===== src/rtl/mem_arbiter_pkg.sv =====
// mem_arbiter_pkg: shared FSM/owner encodings and default sizes for the IFU/LSU memory arbiter.
package mem_arbiter_pkg;
    typedef enum logic [1:0] {IDLE, ISSUE, WAIT} state_t;
    typedef enum logic [1:0] {NONE, IFU, LSU} owner_t;
    localparam int DEF_ADDR_W  = 32;
    localparam int DEF_DATA_W  = 32;
    localparam int DEF_TIMEOUT = 255;
endpackage


===== src/rtl/mem_arb_pick.sv =====
// mem_arb_pick: one-hot grant between IFU and LSU; MEM_ARB_RR_EN selects round-robin, else fixed LSU priority.
module mem_arb_pick (
    input  logic ifu_valid,
    input  logic lsu_valid,
    input  logic last_lsu,
    output logic gnt_ifu,
    output logic gnt_lsu
);
`ifdef MEM_ARB_RR_EN
    assign gnt_lsu = lsu_valid && (!ifu_valid || !last_lsu);
`else
    logic unused_last;
    assign unused_last = last_lsu;
    assign gnt_lsu = lsu_valid;
`endif
    assign gnt_ifu = ifu_valid && !gnt_lsu;
endmodule


===== src/rtl/mem_arbiter.sv =====
// mem_arbiter: shares one memory port between IFU and LSU with one outstanding transaction and a response timeout.
// Define MEM_ARB_RR_EN for round-robin arbitration; default is fixed LSU priority.
module mem_arbiter
    import mem_arbiter_pkg::*;
#(
    parameter int ADDR_W  = DEF_ADDR_W,
    parameter int DATA_W  = DEF_DATA_W,
    parameter int TIMEOUT = DEF_TIMEOUT
) (
    input  logic                clk,
    input  logic                rst,
    input  logic                ifu_req_valid,
    output logic                ifu_req_ready,
    input  logic [ADDR_W-1:0]   ifu_addr,
    output logic                ifu_resp_valid,
    output logic [DATA_W-1:0]   ifu_rdata,
    output logic                ifu_resp_err,
    input  logic                lsu_req_valid,
    output logic                lsu_req_ready,
    input  logic [ADDR_W-1:0]   lsu_addr,
    input  logic                lsu_wen,
    input  logic [DATA_W-1:0]   lsu_wdata,
    input  logic [DATA_W/8-1:0] lsu_wmask,
    output logic                lsu_resp_valid,
    output logic [DATA_W-1:0]   lsu_rdata,
    output logic                lsu_resp_err,
    output logic                mem_req_valid,
    input  logic                mem_req_ready,
    output logic [ADDR_W-1:0]   mem_addr,
    output logic                mem_wen,
    output logic [DATA_W-1:0]   mem_wdata,
    output logic [DATA_W/8-1:0] mem_wmask,
    input  logic                mem_resp_valid,
    input  logic [DATA_W-1:0]   mem_rdata
);
    localparam int CW = $clog2(TIMEOUT + 1);
    state_t state, state_d;
    owner_t owner, owner_d;
    logic [CW-1:0] cnt;
    logic gnt_ifu, gnt_lsu, last_lsu, accept, timed_out, done, err;

    mem_arb_pick u_pick (
        .ifu_valid(ifu_req_valid),
        .lsu_valid(lsu_req_valid),
        .last_lsu (last_lsu),
        .gnt_ifu  (gnt_ifu),
        .gnt_lsu  (gnt_lsu)
    );

    assign accept        = (state == IDLE) && (gnt_ifu || gnt_lsu);
    assign ifu_req_ready = (state == IDLE) && gnt_ifu;
    assign lsu_req_ready = (state == IDLE) && gnt_lsu;
    assign mem_req_valid = (state == ISSUE);
    // Counter holds elapsed WAIT cycles, so the TIMEOUT-th WAIT cycle is the last one.
    assign timed_out     = cnt >= CW'(TIMEOUT - 1);
    assign done          = (state == WAIT) && (mem_resp_valid || timed_out);
    assign err           = !mem_resp_valid;

    assign ifu_resp_valid = done && (owner == IFU);
    assign lsu_resp_valid = done && (owner == LSU);
    assign ifu_resp_err   = ifu_resp_valid && err;
    assign lsu_resp_err   = lsu_resp_valid && err;
    assign ifu_rdata      = (ifu_resp_valid && !err) ? mem_rdata : '0;
    assign lsu_rdata      = (lsu_resp_valid && !err) ? mem_rdata : '0;

    always_comb begin
        state_d = state;
        owner_d = owner;
        case (state)
            IDLE:  if (accept) begin
                state_d = ISSUE;
                owner_d = gnt_lsu ? LSU : IFU;
            end
            ISSUE: if (mem_req_ready) state_d = WAIT;
            WAIT:  if (done) begin
                state_d = IDLE;
                owner_d = NONE;
            end
            default: begin
                state_d = IDLE;
                owner_d = NONE;
            end
        endcase
    end

    always_ff @(posedge clk or negedge rst) begin
        if (!rst) begin
            state     <= IDLE;
            owner     <= NONE;
            mem_addr  <= '0;
            mem_wen   <= 1'b0;
            mem_wdata <= '0;
            mem_wmask <= '0;
            cnt       <= '0;
        end else begin
            state <= state_d;
            owner <= owner_d;
            if (accept) begin
                mem_addr  <= gnt_lsu ? lsu_addr : ifu_addr;
                mem_wen   <= gnt_lsu && lsu_wen;
                mem_wdata <= gnt_lsu ? lsu_wdata : '0;
                mem_wmask <= gnt_lsu ? lsu_wmask : '0;
            end
            if (state == ISSUE) cnt <= '0;
            else if (state == WAIT && cnt != CW'(TIMEOUT)) cnt <= cnt + 1'b1;
        end
    end

`ifdef MEM_ARB_RR_EN
    always_ff @(posedge clk or negedge rst) begin
        if (!rst) last_lsu <= 1'b0;
        else if (accept) last_lsu <= gnt_lsu;
    end
`else
    assign last_lsu = 1'b0;
`endif
endmodule

===== config.mk =====
export PLATFORM = sky130hd
export DESIGN_NAME = mem_arbiter
export DESIGN_NICKNAME = d
export VERILOG_FILES = /design/src/rtl/mem_arbiter_pkg.sv /design/src/rtl/mem_arb_pick.sv /design/src/rtl/mem_arbiter.sv
export SDC_FILE = /design/constraint.sdc
export NUM_CORES = 1
export LEC_CHECK = 0
export ABC_CLOCK_PERIOD_IN_PS = 1750
export BUFFER_PORTS_ARGS = -buffer_cell sky130_fd_sc_hd__clkbuf_2
export CAP_MARGIN = 20
export CORE_MARGIN = 10
export CORE_UTILIZATION = 42
export DETAILED_ROUTE_END_ITERATION = 10
export PLACE_DENSITY = 0.81
export SYNTH_ARGS = -nofsm -noshare
export SYNTH_HDL_FRONTEND = slang
export SYNTH_SLANG_ARGS = --single-unit

===== constraint.sdc =====
create_clock -name clk -period 1.75 [get_ports clk]
set_input_delay 0.2625 -clock clk [delete_from_list [all_inputs] [get_ports clk]]
set_output_delay 0.2625 -clock clk [all_outputs]
set_load 0.01 [all_outputs]

==> results of run 1 <==
## placed cells by master, fill, tap and decap left out, types with 2 or more instances in the layout
master	n
nor3_2	4
buf_4	22
clkinvlp_4	4
clkbuf_8	9
nand4_1	3
buf_2	30
mux2_2	64
a221oi_1	2
buf_6	10
a22o_1	38
inv_6	3
a2111oi_2	2
and4_1	2
nand2_1	7
nor2_4	2
inv_1	4
and2_1	4
o211ai_1	2
and3_1	63
o21ai_0	2
clkbuf_2	240
and3_4	3
dfrtp_1	77
nor3_1	2
and3b_2	2
nand3_1	2
a211oi_1	2
dfrtp_2	4
buf_12	7
a21oi_1	6
## sequential cells by signal, indices dropped and copies added, names as in the netlist
register / cells
state: 2
mem_wdata: 32
cnt: 8
mem_addr: 32
mem_wmask: 4
owner: 2
mem_wen: 1
## cell families (layout without fill, tap and decap cells)
kind of cell / Yosys count / count (layout)
adder cells (fa/ha/maj): 2 / 2
multiplexers: 64 / 64
AO/OA/AOI/OAI: 67 / 67
buffers and inverters: 38 / 334
flip-flops: 81 / 81
AND/OR/NAND/NOR: 101 / 101
## metrics by stage
stage / area [um^2] / hold WS (ns) / worst slack, ns
global placement: 5749 / 0.2311 / 0.1240
CTS: 6067 / 0.1087 / -0.1795
global route: 6251 / 0.1118 / -0.2430
detailed placement: 5749 / 0.2369 / 0.1187
floorplan: 4139 / -0.03309 / 0.2105
finish: 6251 / 0.1343 / -0.1909
## synth_stat cells (2+ instances only)
cell,instances,share of area [%]
dfrtp_1,81,49
and3_1,67,10
mux2_2,64,17
a22o_1,38,8.0
clkbuf_1,11,1.0
buf_2,10,1.2
nand2_1,7,0.63
a21oi_1,6,0.73
inv_1,6,0.54
nor3_1,6,0.73
and2_1,5,0.76
clkbuf_2,5,0.60
a2111oi_0,3,0.63
buf_4,3,0.54
buf_6,3,0.82
nand4_1,3,0.45
a211oi_1,2,0.36
a221oi_1,2,0.42
and3b_1,2,0.42
and4_1,2,0.42
ha_1,2,0.60
nand3_1,2,0.24
o211ai_1,2,0.36
o21ai_0,2,0.24
## area by class of cell
cell class	instances	area [um^2]	area share [%]
sequential	81	2032	32.51
inverter	6	26.28	0.4203
clock inverter	7	53.80	0.8607
multi-input combinational	234	2027	32.43
tap	133	166.4	2.662
clock buffer	9	123.9	1.982
timing repair buffer	312	1822	29.14
## power by group through the flow
stage	combinational, W	clock, W	sequential (W)
CTS	0.00391	0.00130	0.00315
finish	0.00411	0.00125	0.00317
detailed placement	0.00371	0	0.00319
global placement	0.00359	0	0.00316
floorplan	0.00177	0	0.00348
global route	0.00443	0.00138	0.00326
## worst max-delay path by stage
stage / endpoint / slack [ns] / cells after the start
after floorplan: ifu_rdata[22] / 0.21 / 4
after global routing: ifu_rdata[5] / -0.24 / 6
after detailed placement: lsu_rdata[8] / 0.12 / 5
after CTS: ifu_resp_err / -0.18 / 6
final: ifu_rdata[8] / -0.19 / 6
after global placement: lsu_rdata[2] / 0.12 / 5
## what timing repair did
| action | CTS | global route |
|---|---|---|
| hold buffers | 1 | 0 |
| hold endpoints to repair | 29 | 0 |
| endpoints found under the setup margin | 70 | 74 |
| gates cloned | 1 | 0 |
| gates resized for setup | 12 | 70 |
| buffers inserted | 9 | 7 |
| pin swaps | 3 | 11 |
## layer usage
metal	vias up	wire length (um)	part of all wire [%]	track usage, %
li1	1910	-	-	-
met1	2073	5944	38	24.16
met2	181	8361	53	36.00
met3	20	1184	7.5	5.905
met4	0	229	1.5	5.267
met5	-	0	0	0
## worst max-delay path: cells and delay by family (launching register included)
kind	cells	cell delay (ns)
buffers and inverters	3	0.42
and+or+nand+nor	3	0.51
DFF	1	0.40
==> results.yml, run 1 <==
synth:
  synthesis.yosys.warnings: 0
  synth_top_family_by_area: "multiplexers"
  ys_types: 43
  synth-compound-area-share_pct: 13.21
  synth_ff_type: "dfrtp_1"
  synth.area.mux_share_pct: 17.41
  synth_xor_xnor_area_share_pct: 0
  synth_fp_nets: 494
  syn_area_um2: 4139
  synthSimpleGateAreaFrac_pct: 15.08
  ys_ff_latch: 81
  yosysSeqAreaShare_pct: 48.97
  synth_adder_area_share_pct: 0.6046
  synth_edf_count: 0
  avgSynthCellArea_um2: 11.73
  synthCells: 353
  synthArstFlopShare_pct: 100.0
clock_network:
  cts_tree: "built"
  cts.sinks: 81
  cts_buffer_depth: 2
  clk_latency_ns: 0.35
  path_clk_slew_ns: 0.09
  cts-root-buf: "clkbuf_8"
  numCtsBuffers: 9
  htree_levels: 3
pwr:
  ir_worst_vdd_uv: 778.6
  leakage_nw: 3.467
  power_density_nw_per_um2: 1364
  swShare_pct: 38.22
  clock_power_share_pct: 14.7
  p_sw_w: 0.003259
  p_int_w: 0.005267
  seqPwrFrac_pct: 37.1
  p_total_w: 0.008527
  p_comb_share_pct: 48.2
worst_hold_path:
  hold_depth: 2
  worstHoldStart: "mem_req_ready"
  min_to: "state[0]"
  hold_path.class: "in2reg"
routing:
  vias: 4184
  routed_wl_um: 15720
  vias_per_cell: 5.350
  route.antenna.remaining_nets: 0
  drt-initial-drc-count: 303
  drt_first_pass_iters: 4
  post_drt_wl_per_cell_um: 20.10
  drc_errors: 0
critical_path:
  slowest_stage: "dfrtp_1"
  regToRegSetupSlack_ns: -0.02
  required_ns: 1.49
  cp_max_fo: 16
  setup.worst_path.end_class: "output port"
  crit_type: "reg2out"
  startpoint_type: "flop"
  worstPathArrival_ns: 1.68
  crit_start: "state[1]"
  r2r_cells: 8
  max_stage_delay_ns: 0.40
  r2r-end: "cnt[7]"
  worstReg2RegStart: "state[0]"
  path_cells: "nor2b_4 -> and3b_2 -> buf_4 -> buf_16 -> and3_1 -> clkbuf_2"
finish:
  n_fill_cell: 769
  finalCoreUtilization_pct: 64.55
  area_growth_syn_to_layout_pct: 51.03
  diodes: 0
  layoutNonFillerInstCount: 782
  drive_gt1_share_pct: 64.56
  nets: 785
timing:
  max_slew_margin_pct: 67.06
  finalMaxSlewViolations: 0
  layout_setup_ws_ns: -0.1909
  final-setup-viol-count: 70
  clock_skew_ns: 0.01114
  hold_viol_final: 0
  period_share_pct: 110.9
  worstMarginPinSlew_ns: 0.4941
  tns_ns: -9.658
  rsz0062_at_grt: "true"
  fin_crit_ns: 1.941
  max_freq_ghz: 0.5152
grt:
  antenna_found_initial: 0
  track_usage_pct: 20.57
  grt_max_degree: 47
  grt_pass1_wl_um: 24150
  grt_pass1_vias: 4514
  grt.overflow.total: 0
placement:
  hpwl_um: 12140
  gp_congestion: 0.8285
  port_buffers: 278
  dpl.cell_count: 749
floorplan:
  start_util_pct: 42.74
  die_x_um: 119.3
  ios: 279
  die_h_um: 119.3
  rows: 36
  die_area_um2: 14230
  core_um2: 9684
status:
  violations: "setup timing"
  status: "finished, violations left"
job:
  max_cap_violations: 0
Note: power is estimated with default switching activity, not from simulation.
==> run 2, diff against run 1 <==
--- a/config.mk
+++ b/config.mk
@@ -11,7 +11,8 @@
 export CORE_MARGIN = 10
 export CORE_UTILIZATION = 42
 export DETAILED_ROUTE_END_ITERATION = 10
-export PLACE_DENSITY = 0.81
+export PLACE_DENSITY = 0.82
+export RECOVER_POWER = 25
 export SYNTH_ARGS = -nofsm -noshare
 export SYNTH_HDL_FRONTEND = slang
 export SYNTH_SLANG_ARGS = --single-unit
==> results.yml, run 2 (synthesis results as in run 1) <==
routing:
  vias: 4194
  post_drt_wl_per_cell_um: 21.55
  route.antenna.remaining_nets: 0
  vias_per_cell: 5.391
  routed_wl_um: 16770
  drt_first_pass_iters: 5
  drc_errors: 0
  drt-initial-drc-count: 536
clock_network:
  cts.sinks: 81
  path_clk_slew_ns: 0.09
  htree_levels: 3
  numCtsBuffers: 9
  cts-root-buf: "clkbuf_8"
  cts_tree: "built"
  cts_buffer_depth: 2
  clk_latency_ns: 0.35
pwr:
  p_comb_share_pct: 47.1
  p_sw_w: 0.003271
  swShare_pct: 37.71
  ir_worst_vdd_uv: 933.7
  seqPwrFrac_pct: 36.5
  p_total_w: 0.008674
  p_int_w: 0.005403
  clock_power_share_pct: 16.4
  power_density_nw_per_um2: 1344
  leakage_nw: 3.455
timing:
  layout_setup_ws_ns: -0.1847
  worstMarginPinSlew_ns: 0.9179
  max_freq_ghz: 0.5169
  clock_skew_ns: 0.01499
  max_slew_margin_pct: 38.81
  tns_ns: -10.66
  fin_crit_ns: 1.935
  hold_viol_final: 0
  period_share_pct: 110.6
  final-setup-viol-count: 69
  finalMaxSlewViolations: 0
  rsz0062_at_grt: "true"
  hold_slack_ns: 0.1293
grt:
  grt.overflow.total: 0
  grt_pass1_wl_um: 24130
  antenna_found_initial: 0
  grt_max_degree: 53
  track_usage_pct: 20.81
  grt_pass1_vias: 4375
floorplan:
  core_um2: 9684
  rows: 36
  start_util_pct: 42.74
  ios: 279
  die_x_um: 119.3
  die_h_um: 119.3
  die_area_um2: 14230
placement:
  pre_cts_ws_ns: 0.07978
  port_buffers: 278
  hpwl_um: 12030
  gp_congestion: 0.8800
status:
  status: "finished, violations left"
  violations: "setup timing"
critical_path:
  setup.worst_path.end_class: "output port"
  required_ns: 1.49
  worstReg2RegStart: "cnt[1]"
  r2r_cells: 5
  worstPathArrival_ns: 1.67
  regToRegSetupSlack_ns: 0
  crit_type: "reg2out"
  r2r-end: "cnt[1]"
  cp_max_fo: 17
  startpoint_type: "flop"
finish:
  final_cell_mix: "clkbuf_2, dfrtp_1, mux2_2, and3_1, a22o_1"
  finalCoreUtilization_pct: 66.67
  nets: 782
  final_common_cell: "clkbuf_2"
  diodes: 0
  area_growth_syn_to_layout_pct: 55.99
  n_fill_cell: 763
  drive_gt1_share_pct: 67.13
  largestRegisters: "mem_addr x32, mem_wdata x32, cnt x8"
worst_hold_path:
  hold_path.class: "in2reg"
  hold_depth: 2
  min_to: "mem_wdata[12]"
  worstHoldStart: "lsu_wdata[12]"
job:
  max_cap_violations: 0
run 2: how the worst max path moves through the flow:
stage / slack, ns / startpoint / to
final: -0.18 / state[0] / ifu_rdata[13]
after global routing: -0.27 / cnt[1] / lsu_resp_valid
after CTS: -0.15 / state[0] / ifu_rdata[9]
after detailed placement: 0.08 / cnt[1] / cnt[1]
after global placement: 0.18 / cnt[1] / cnt[3]
after floorplan: 0.21 / state[0] / ifu_rdata[22]
run 2: per-layer routing:
layer  share of wire (%)  global-route usage [%]  routed length (um)  vias to the layer above
met2                  54                   37.00                9071                      192
met4                 1.5                   4.656                 259                        0
li1                    -                       -                   -                     1910
met3                 6.4                   6.708                1070                       25
met5                   0                       0                   0                        -
met1                  38                   23.76                6368                     2067
run 2: final cells by class:
cell class	instances	area, um^2	area share (%)
Inverter	6	22.52	0.3488
Timing Repair Buffer	309	1914	29.65
Sequential cell	81	2032	31.47
Tap cell	133	166.4	2.578
Multi-Input combinational cell	234	2121	32.85
Clock buffer	10	137.6	2.132
Clock inverter	5	62.56	0.9690
run 2: through the flow:
step,std cells,instance area (um^2)
6_report,778,6456
5_1_grt,778,6456
4_1_cts,774,6051
3_5_place_dp,751,5739
3_3_place_gp,751,5739
2_1_floorplan,353,4139
run 2: critical path: stages (launching register included):
cell	delay, ns
dfrtp_2	0.44
nor2b_4	0.13
and3b_2	0.27
buf_12	0.16
and3_1	0.19
buf_2	0.14
run 2: power groups by stage:
| stage | logic [W] | clock network (W) | registers, W |
|---|---|---|---|
| floorplan | 0.00177 | 0 | 0.00348 |
| global placement | 0.00363 | 0 | 0.00314 |
| detailed placement | 0.00372 | 0 | 0.00320 |
| CTS | 0.00393 | 0.00145 | 0.00314 |
| global route | 0.00439 | 0.00153 | 0.00325 |
| finish | 0.00409 | 0.00142 | 0.00316 |
run 2: what timing repair did:
action | CTS | global route
setup buffers | 7 | 1
gates cloned | 0 | 4
hold buffers | 1 | 0
gates resized for setup | 15 | 132
pin swaps | 2 | 27
endpoints found under the setup margin | 69 | 73
endpoints found under the hold margin | 36 | 0
